**config.mk**
```make
export PLATFORM = sky130hd
export DESIGN_NAME = btn_uart_scheduler
export DESIGN_NICKNAME = d
export VERILOG_FILES = /design/src/rtl/btn_uart_scheduler.sv
export SDC_FILE = /design/constraint.sdc
export NUM_CORES = 1
export LEC_CHECK = 0
export CELL_PAD_IN_SITES_DETAIL_PLACEMENT = 0
export CELL_PAD_IN_SITES_GLOBAL_PLACEMENT = 1
export CORE_ASPECT_RATIO = 1.4
export CORE_MARGIN = 2
export CORE_UTILIZATION = 35
export DETAILED_ROUTE_END_ITERATION = 7
export PLACE_DENSITY = 0.78
export SYNTH_ARGS = -nofsm -noshare
export SYNTH_HDL_FRONTEND = slang
export SYNTH_SLANG_ARGS = --single-unit
```
**constraint.sdc**
```tcl
create_clock -name i_clk -period 2.35 [get_ports i_clk]
set_input_delay 0.235 -clock i_clk [delete_from_list [all_inputs] [get_ports i_clk]]
set_output_delay 0.235 -clock i_clk [all_outputs]
set_load 0.02 [all_outputs]
```
**src/rtl/btn_uart_scheduler.sv**
```systemverilog
// Round-robin scheduler that turns debounced button presses into UART characters.
// Optional feature: define BTN_SCHED_CRLF_EN to follow each character with CR and LF.
module btn_uart_scheduler #(
   parameter int unsigned NUM_BTN   = 4,
   parameter logic [7:0]  BASE_CHAR = 8'h30
) (
   input  logic               i_clk,
   input  logic               i_rst,
   input  logic [NUM_BTN-1:0] i_btn_pulse,
   input  logic               i_ovr_clr,
   input  logic               i_tx_ready,
   output logic               o_tx_valid,
   output logic [7:0]         o_tx_data,
   output logic               o_busy,
   output logic [NUM_BTN-1:0] o_overrun
);

   localparam int unsigned IW = (NUM_BTN > 1) ? $clog2(NUM_BTN) : 1;

`ifdef BTN_SCHED_CRLF_EN
   typedef enum logic [1:0] {ST_IDLE, ST_SEND_CHAR, ST_SEND_CR, ST_SEND_LF} state_t;
`else
   typedef enum logic [0:0] {ST_IDLE, ST_SEND_CHAR} state_t;
`endif

   state_t             r_state;
   logic [NUM_BTN-1:0] r_pending;
   logic [NUM_BTN-1:0] r_overrun;
   logic [IW-1:0]      r_last_grant;
   logic               r_tx_valid;
   logic [7:0]         r_tx_data;

   logic               w_found;
   logic [IW-1:0]      w_idx;
   logic [IW-1:0]      w_cand;
   logic [31:0]        w_j;
   logic               w_grant;
   logic [NUM_BTN-1:0] w_clr;
   logic [NUM_BTN-1:0] w_ovr_set;
   logic [NUM_BTN-1:0] w_pend_nxt;

   // Search starts just after the last granted button and wraps around.
   always_comb begin
      w_found = 1'b0;
      w_idx   = r_last_grant;
      w_j     = '0;
      w_cand  = '0;
      for (int unsigned i = 1; i <= NUM_BTN; i++) begin
         w_j    = (32'(r_last_grant) + i) % NUM_BTN;
         w_cand = IW'(w_j);
         if (!w_found && r_pending[w_cand]) begin
            w_found = 1'b1;
            w_idx   = w_cand;
         end
      end
   end

   assign w_grant    = (r_state == ST_IDLE) && w_found;
   assign w_clr      = w_grant ? (NUM_BTN'(1) << w_idx) : '0;
   // A press on the button being granted re-arms it instead of overrunning.
   assign w_ovr_set  = i_btn_pulse & r_pending & ~w_clr;
   assign w_pend_nxt = (r_pending & ~w_clr) | i_btn_pulse;

   always_ff @(posedge i_clk) begin
      if (i_rst) begin
         r_state      <= ST_IDLE;
         r_pending    <= '0;
         r_overrun    <= '0;
         r_last_grant <= IW'(NUM_BTN - 1);
         r_tx_valid   <= 1'b0;
         r_tx_data    <= 8'h00;
      end else begin
         r_pending <= w_pend_nxt;
         r_overrun <= i_ovr_clr ? w_ovr_set : (r_overrun | w_ovr_set);
         case (r_state)
            ST_IDLE: begin
               if (w_found) begin
                  r_last_grant <= w_idx;
                  r_tx_data    <= BASE_CHAR + 8'(w_idx);
                  r_tx_valid   <= 1'b1;
                  r_state      <= ST_SEND_CHAR;
               end
            end
            ST_SEND_CHAR: begin
               if (i_tx_ready) begin
`ifdef BTN_SCHED_CRLF_EN
                  r_tx_data <= 8'h0D;
                  r_state   <= ST_SEND_CR;
`else
                  r_tx_valid <= 1'b0;
                  r_state    <= ST_IDLE;
`endif
               end
            end
`ifdef BTN_SCHED_CRLF_EN
            ST_SEND_CR: begin
               if (i_tx_ready) begin
                  r_tx_data <= 8'h0A;
                  r_state   <= ST_SEND_LF;
               end
            end
            ST_SEND_LF: begin
               if (i_tx_ready) begin
                  r_tx_valid <= 1'b0;
                  r_state    <= ST_IDLE;
               end
            end
`endif
            default: begin
               r_tx_valid <= 1'b0;
               r_state    <= ST_IDLE;
            end
         endcase
      end
   end

   assign o_tx_valid = r_tx_valid;
   assign o_tx_data  = r_tx_data;
   assign o_busy     = (r_state != ST_IDLE);
   assign o_overrun  = r_overrun;

endmodule

```
Word-level counts from Yosys, hierarchy flattened
Index checks and enable logic that the tools add are counted.
{"block": "word_totals", "latch_bits": 0, "romBits": 0, "ff_bits": 20, "word_cells": 58, "memories": 0, "ramBits": 0, "inputBits": 8}
{"block": "op_classes", "shifts": 1, "n_bitwise": 7, "n_reduce_logical": 9, "addsub": 5, "eq_ne": 2, "multipliers": 0, "mux": 24, "magnitude_cmp": 4, "n_div": 0}
{"operator": "$and 4x4->4", "count": 3}
{"operator": "$lt 2x3->1 const B", "count": 4}
{"operator": "$mux 1", "count": 12}
{"operator": "$bmux 1 s2", "count": 4}
{"operator": "$mux 2", "count": 4}
{"operator": "$mux 4", "count": 2}
{"operator": "$or 4x4->4", "count": 2}
{"operator": "$add 6x2->7 const A", "count": 1}
{"operator": "$add 2x1->2 const B", "count": 2}
{"operator": "$add 2x2->2 const B", "count": 2}
{"operator": "$logic_and 1x1->1", "count": 4}
{"operator": "$ne 2x2->1 const B", "count": 2}
{"operator": "$not 4->4", "count": 1}
{"operator": "$pmux 1 s2", "count": 2}
{"operator": "$reduce_and 2->1", "count": 2}
{"operator": "$shl 1x2->4 const A", "count": 1}
{"operator": "$logic_not 1->1", "count": 3}
{"operator": "$not 1->1", "count": 1}

Longest topological paths before layout
{"block": "logic_depth", "ltp_word": 19, "ltp_mapped": 6, "mapped_depth_nobuf": 4}

Worst setup path after synthesis
OpenSTA, ideal clock, no wires.
{"block": "synth_timing", "path_type": "register -> register", "start": "reg r_pending[1]", "end": "reg r_tx_data[0] (netlist: o_tx_data[0])", "path_slack_ns": 0.912, "setup_time_ns": 0.115, "required_time_ns": 2.235, "t_arrival_ns": 1.324, "path_stages_with_launch": 7, "path_cell_list": "dfxtp_1 or4_4 nand2b_2 buf_6 buf_12 a21oi_1 o21a_1"}
{"block": "synth_between", "elab_chain_cells": 13, "elab_cells_between_ends": 24, "cone_classes": "add/sub (1); mux (16); reduce/logical (7)"}
{"element": "start, declared", "line": "27", "source": "logic [NUM_BTN-1:0] r_pending;"}
{"element": "start signal, assigned", "line": "73", "source": "r_pending <= w_pend_nxt;"}
{"element": "$bmux 1 s2", "line": "51", "source": "if (!w_found && r_pending[w_cand]) begin"}
{"element": "$mux 1 (not written as such)", "line": "51"}
{"element": "$mux 1", "line": "51"}
{"element": "$logic_not 1->1", "line": "51"}
{"element": "$logic_and 1x1->1", "line": "51"}
{"element": "$mux 1", "line": "51"}
{"element": "$logic_not 1->1", "line": "51"}
{"element": "$logic_and 1x1->1", "line": "51"}
{"element": "$mux 1", "line": "51"}
{"element": "$logic_not 1->1", "line": "51"}
{"element": "$logic_and 1x1->1", "line": "51"}
{"element": "$mux 2 / $mux 1 (equally long branches)", "line": "51"}
{"element": "$add 6x2->7 / $reduce_and 2->1 (equally long branches)"}
{"element": "end signal, assigned", "line": "79", "source": "r_tx_data <= BASE_CHAR + 8'(w_idx);"}
{"element": "end, declared", "line": "31", "source": "logic [7:0] r_tx_data;"}
Several ways; a longest one is shown, not always the timed one. The select of a mux whose other input is x is not followed.
A chain may end at the register's enable or synchronous reset.

Final worst setup path
{"block": "layout_timing", "start": "reg r_pending[1]", "end": "reg r_pending[3]"}
{"block": "layout_between", "elab_chain_cells": 17, "elab_cells_between_ends": 28, "cone_classes": "shift (1); mux (17); bitwise (3); reduce/logical (7)"}
{"element": "$bmux 1 s2", "line": "51"}
{"element": "$mux 1 (not written as such)", "line": "51"}
{"element": "$mux 1", "line": "51"}
{"element": "$logic_not 1->1", "line": "51"}
{"element": "$logic_and 1x1->1", "line": "51"}
{"element": "$mux 1", "line": "51"}
{"element": "$logic_not 1->1", "line": "51"}
{"element": "$logic_and 1x1->1", "line": "51"}
{"element": "$mux 1", "line": "51"}
{"element": "$logic_not 1->1", "line": "51"}
{"element": "$logic_and 1x1->1", "line": "51"}
{"element": "$mux 2 / $mux 1 (equally long branches)", "line": "51"}
{"element": "$shl 1x2->4 / $logic_and 1x1->1 (equally long branches)", "line": "59, 58"}
{"element": "$mux 4 (*)", "line": "59", "source": "assign w_clr = w_grant ? (NUM_BTN'(1) << w_idx) : '0;"}
{"element": "$not 4->4 (*)", "line": "62", "source": "assign w_pend_nxt = (r_pending & ~w_clr) | i_btn_pulse;"}
{"element": "$and 4x4->4 (*)", "line": "62"}
{"element": "$or 4x4->4 (*)", "line": "62"}
Mark *: on every way between the ends. The rest lies on a longest branch, timed or not. The select of a mux whose other input is x is not followed.

==> impl_metrics.csv <==
group,metric,value,unit
floorplan,dieHeight,58.0,µm
timing,tightest_slew,0.650,ns
logic_synthesis,synthFlopType,"dfxtp_1",
logic_synthesis,synthTopCellsByArea,"dfxtp_1, a21oi_1, nor2_1",
pwr,max-vdd-ir-drop,0.406,mV
placed_design,place_congestion,0.796,
floorplan,die-area,2470,µm²
timing,rsz0062_at_grt,"false",
logic_synthesis,synth.top_cells.by_count,"dfxtp_1, nor2_1, a21oi_1",
logic_synthesis,yosys.area.top_type,"dfxtp_1",
logic_synthesis,post-synth-top-count-cell,"dfxtp_1",
cells_and_area,utilization,45.1,%
logic_synthesis,synth_simple_gate_area_share,18.7,%
logic_synthesis,ys_seq_area_share,41.2,%
timing,slew_viol_final,0,
floorplan,start_util,36.9,%
timing,finalCritPeriodShare,69.8,%
setup_path,r2r.worst_path.cells,4,
outcome,outcome,"complete, no violations",
timing,fin_crit,1.64,ns
setup_path,cp_max_fo,17,
floorplan,die_x,42.6,µm
logic_synthesis,syn-cell-area,728,µm²
timing,final.setup.tns,0,ns
pwr,leakage,0.349,nW
floorplan,rows,19,
drt,wl_per_cell,12.9,µm
setup_path,worstPathRequired,2.54,ns
logic_synthesis,synth_top_family_by_area,"compound AO/OA/AOI/OAI gates",
logic_synthesis,synth.avg_cell_area,8.67,µm²
logic_synthesis,synthMuxAreaShare,0,%
global_routing,grt_antenna_before_repair,0,
global_routing,first_global_vias,607,
setup_path,worst_setup_path_start_kind,"register",
clocking,cts.path.max_buffers,2,
logic_synthesis,synthXorXnorAreaFrac,0,%
clocking,path_clk_slew,0.09,ns
logic_synthesis,synth_seq_cells,15,
timing,hold_ws,0.456,ns
logic_synthesis,synthArstFlopShare,0,%
clocking,cts_setup_buffers,0,
drt,ant_nets,0,
cells_and_area,num_antenna_cells,0,
logic_synthesis,synth-edff-count,0,
global_routing,grt_max_degree,18,
logic_synthesis,synth.distinct_cells,27,
worst_hold_path,hold_path_depth,2,
global_routing,globalRouteOverflowTotal,0,
timing,relSlewSlack,56.7,%
setup_path,critPathCaptureType,"register",
timing,fmax,609,MHz
drt,vias_per_cell,5.49,
logic_synthesis,yosysWarningCount,0,
clocking,cts_sinks,15,
logic_synthesis,synthAdderAreaFrac,0,%
clocking,clock_latency,0.28,ns
cells_and_area,drive_gt1_share,8.00,%
logic_synthesis,synth_compound_area_share,27.5,%
drt,drc,0,
setup_path,cp.arrival,1.83,ns
pwr,powerDensity,762,nW/µm²
drt,wl,1560,µm
flow_run,cap_violations,0,
timing,finalClockSkew,0.00211,ns
timing,hold_viol,0,
cells_and_area,final_nets,109,
clocking,numCtsBuffers,3,
clocking,htree_levels,1,
setup_path,path_class,"reg2reg",
drt,via_count,664,
timing,setup_viol,0,
floorplan,ios,22,
logic_synthesis,synth_top_area_share,41.2,%
global_routing,grtUsageTotal,13.8,%
global_routing,grt_pass1_wl,2620,µm
cells_and_area,area_delta_synth_final,22.2,%
clocking,cts_resized,0,
drt,dr.pass1.iters,4,
floorplan,core,1970,µm²
clocking,cts-root-buf,"clkbuf_4",
clocking,hold_buffers,0,
drt,drt_iter0_markers,22,
clocking,cts_tree,"done",
logic_synthesis,netlist_instances,84,
worst_hold_path,hold_path_class,"reg2reg",
placed_design,portBuffers,17,
placed_design,place_hpwl,1140,µm
==> worst max-delay path: stages, from the launching register on <==
cell and delay (ns):
dfxtp_1 0.36, or4_4 0.56, nand2b_2 0.28, nor2_1 0.08, a311oi_1 0.27
==> area by class of cell <==
type                            instances  area [µm²]
Sequential cell                        15         300
Fill cell                             214        1080
Timing Repair Buffer                   17         170
Multi-Input combinational cell         60         352
Clock buffer                            4        26.3
Tap cell                               21        26.3
Inverter                                4        15.0
==> through the flow <==
step,instance area (µm²),cells,setup slack (ns),power [mW]
4_1_cts,890,121,0.703,0.683
5_1_grt,890,121,0.565,0.717
3_3_place_gp,863,117,0.583,0.534
3_5_place_dp,863,117,0.498,0.537
2_1_floorplan,739,87,0.912,0.481
6_report,890,121,0.709,0.678
==> final timing paths <==
| kind | start | to | slack, ns |
|---|---|---|---|
| hold / removal | o_tx_data[1] | o_tx_data[1] | 0.46 |
| setup / recovery | r_pending[1] | r_pending[3] | 0.71 |
| setup reg to reg | r_pending[1] | r_pending[3] | 0.71 |
| hold reg to reg | o_tx_data[1] | o_tx_data[1] | 0.46 |
==> power breakdown <==
part | internal [mW] | switching (mW)
logic | 0.0957 | 0.120
clock network | 0.0658 | 0.0808
registers | 0.286 | 0.0293
total | 0.447 | 0.230
==> layout by cell type (no fill, tap or decap), drive strengths merged <==
cell type	n
nand2	4
o211a	2
a311oi	4
nor2	13
and2	1
dfxtp	15
conb	4
a31oi	4
a221o	1
or2	2
inv	4
nor4	1
a22oi	1
o21ai	1
nand2b	3
o21a	1
a221oi	1
a32oi	3
or3	1
clkdlybuf4s50	17
a21oi	11
clkbuf	4
or2b	1
or4	1
==> logic make-up (layout without fill, tap and decap cells) <==
kind of cell | after synthesis | after routing
AOI/OAI and AO/OA | 29 | 29
buffers and inverters | 12 | 25
DFF | 15 | 15
other | 1 | 4
and+or+nand+nor | 27 | 27
==> registers in the layout, indices dropped and copies added (netlist names) <==
signal,count
o_busy,1
o_overrun,4
o_tx_data,3
o_tx_valid,1
r_last_grant,2
r_pending,4
==> metal layers <==
| layer | vias up | global-route usage [%] | share of wire [%] | wire length (µm) |
|---|---|---|---|---|
| met5 | - | 0 | 0 | 0 |
| met4 | 0 | 6.70 | 1.6 | 25 |
| met3 | 4 | 2.18 | 2.7 | 42 |
| met2 | 13 | 24.2 | 49 | 762 |
| met1 | 318 | 16.3 | 47 | 728 |
| li1 | 329 | - | - | - |
(Power assumes the default switching activity.)
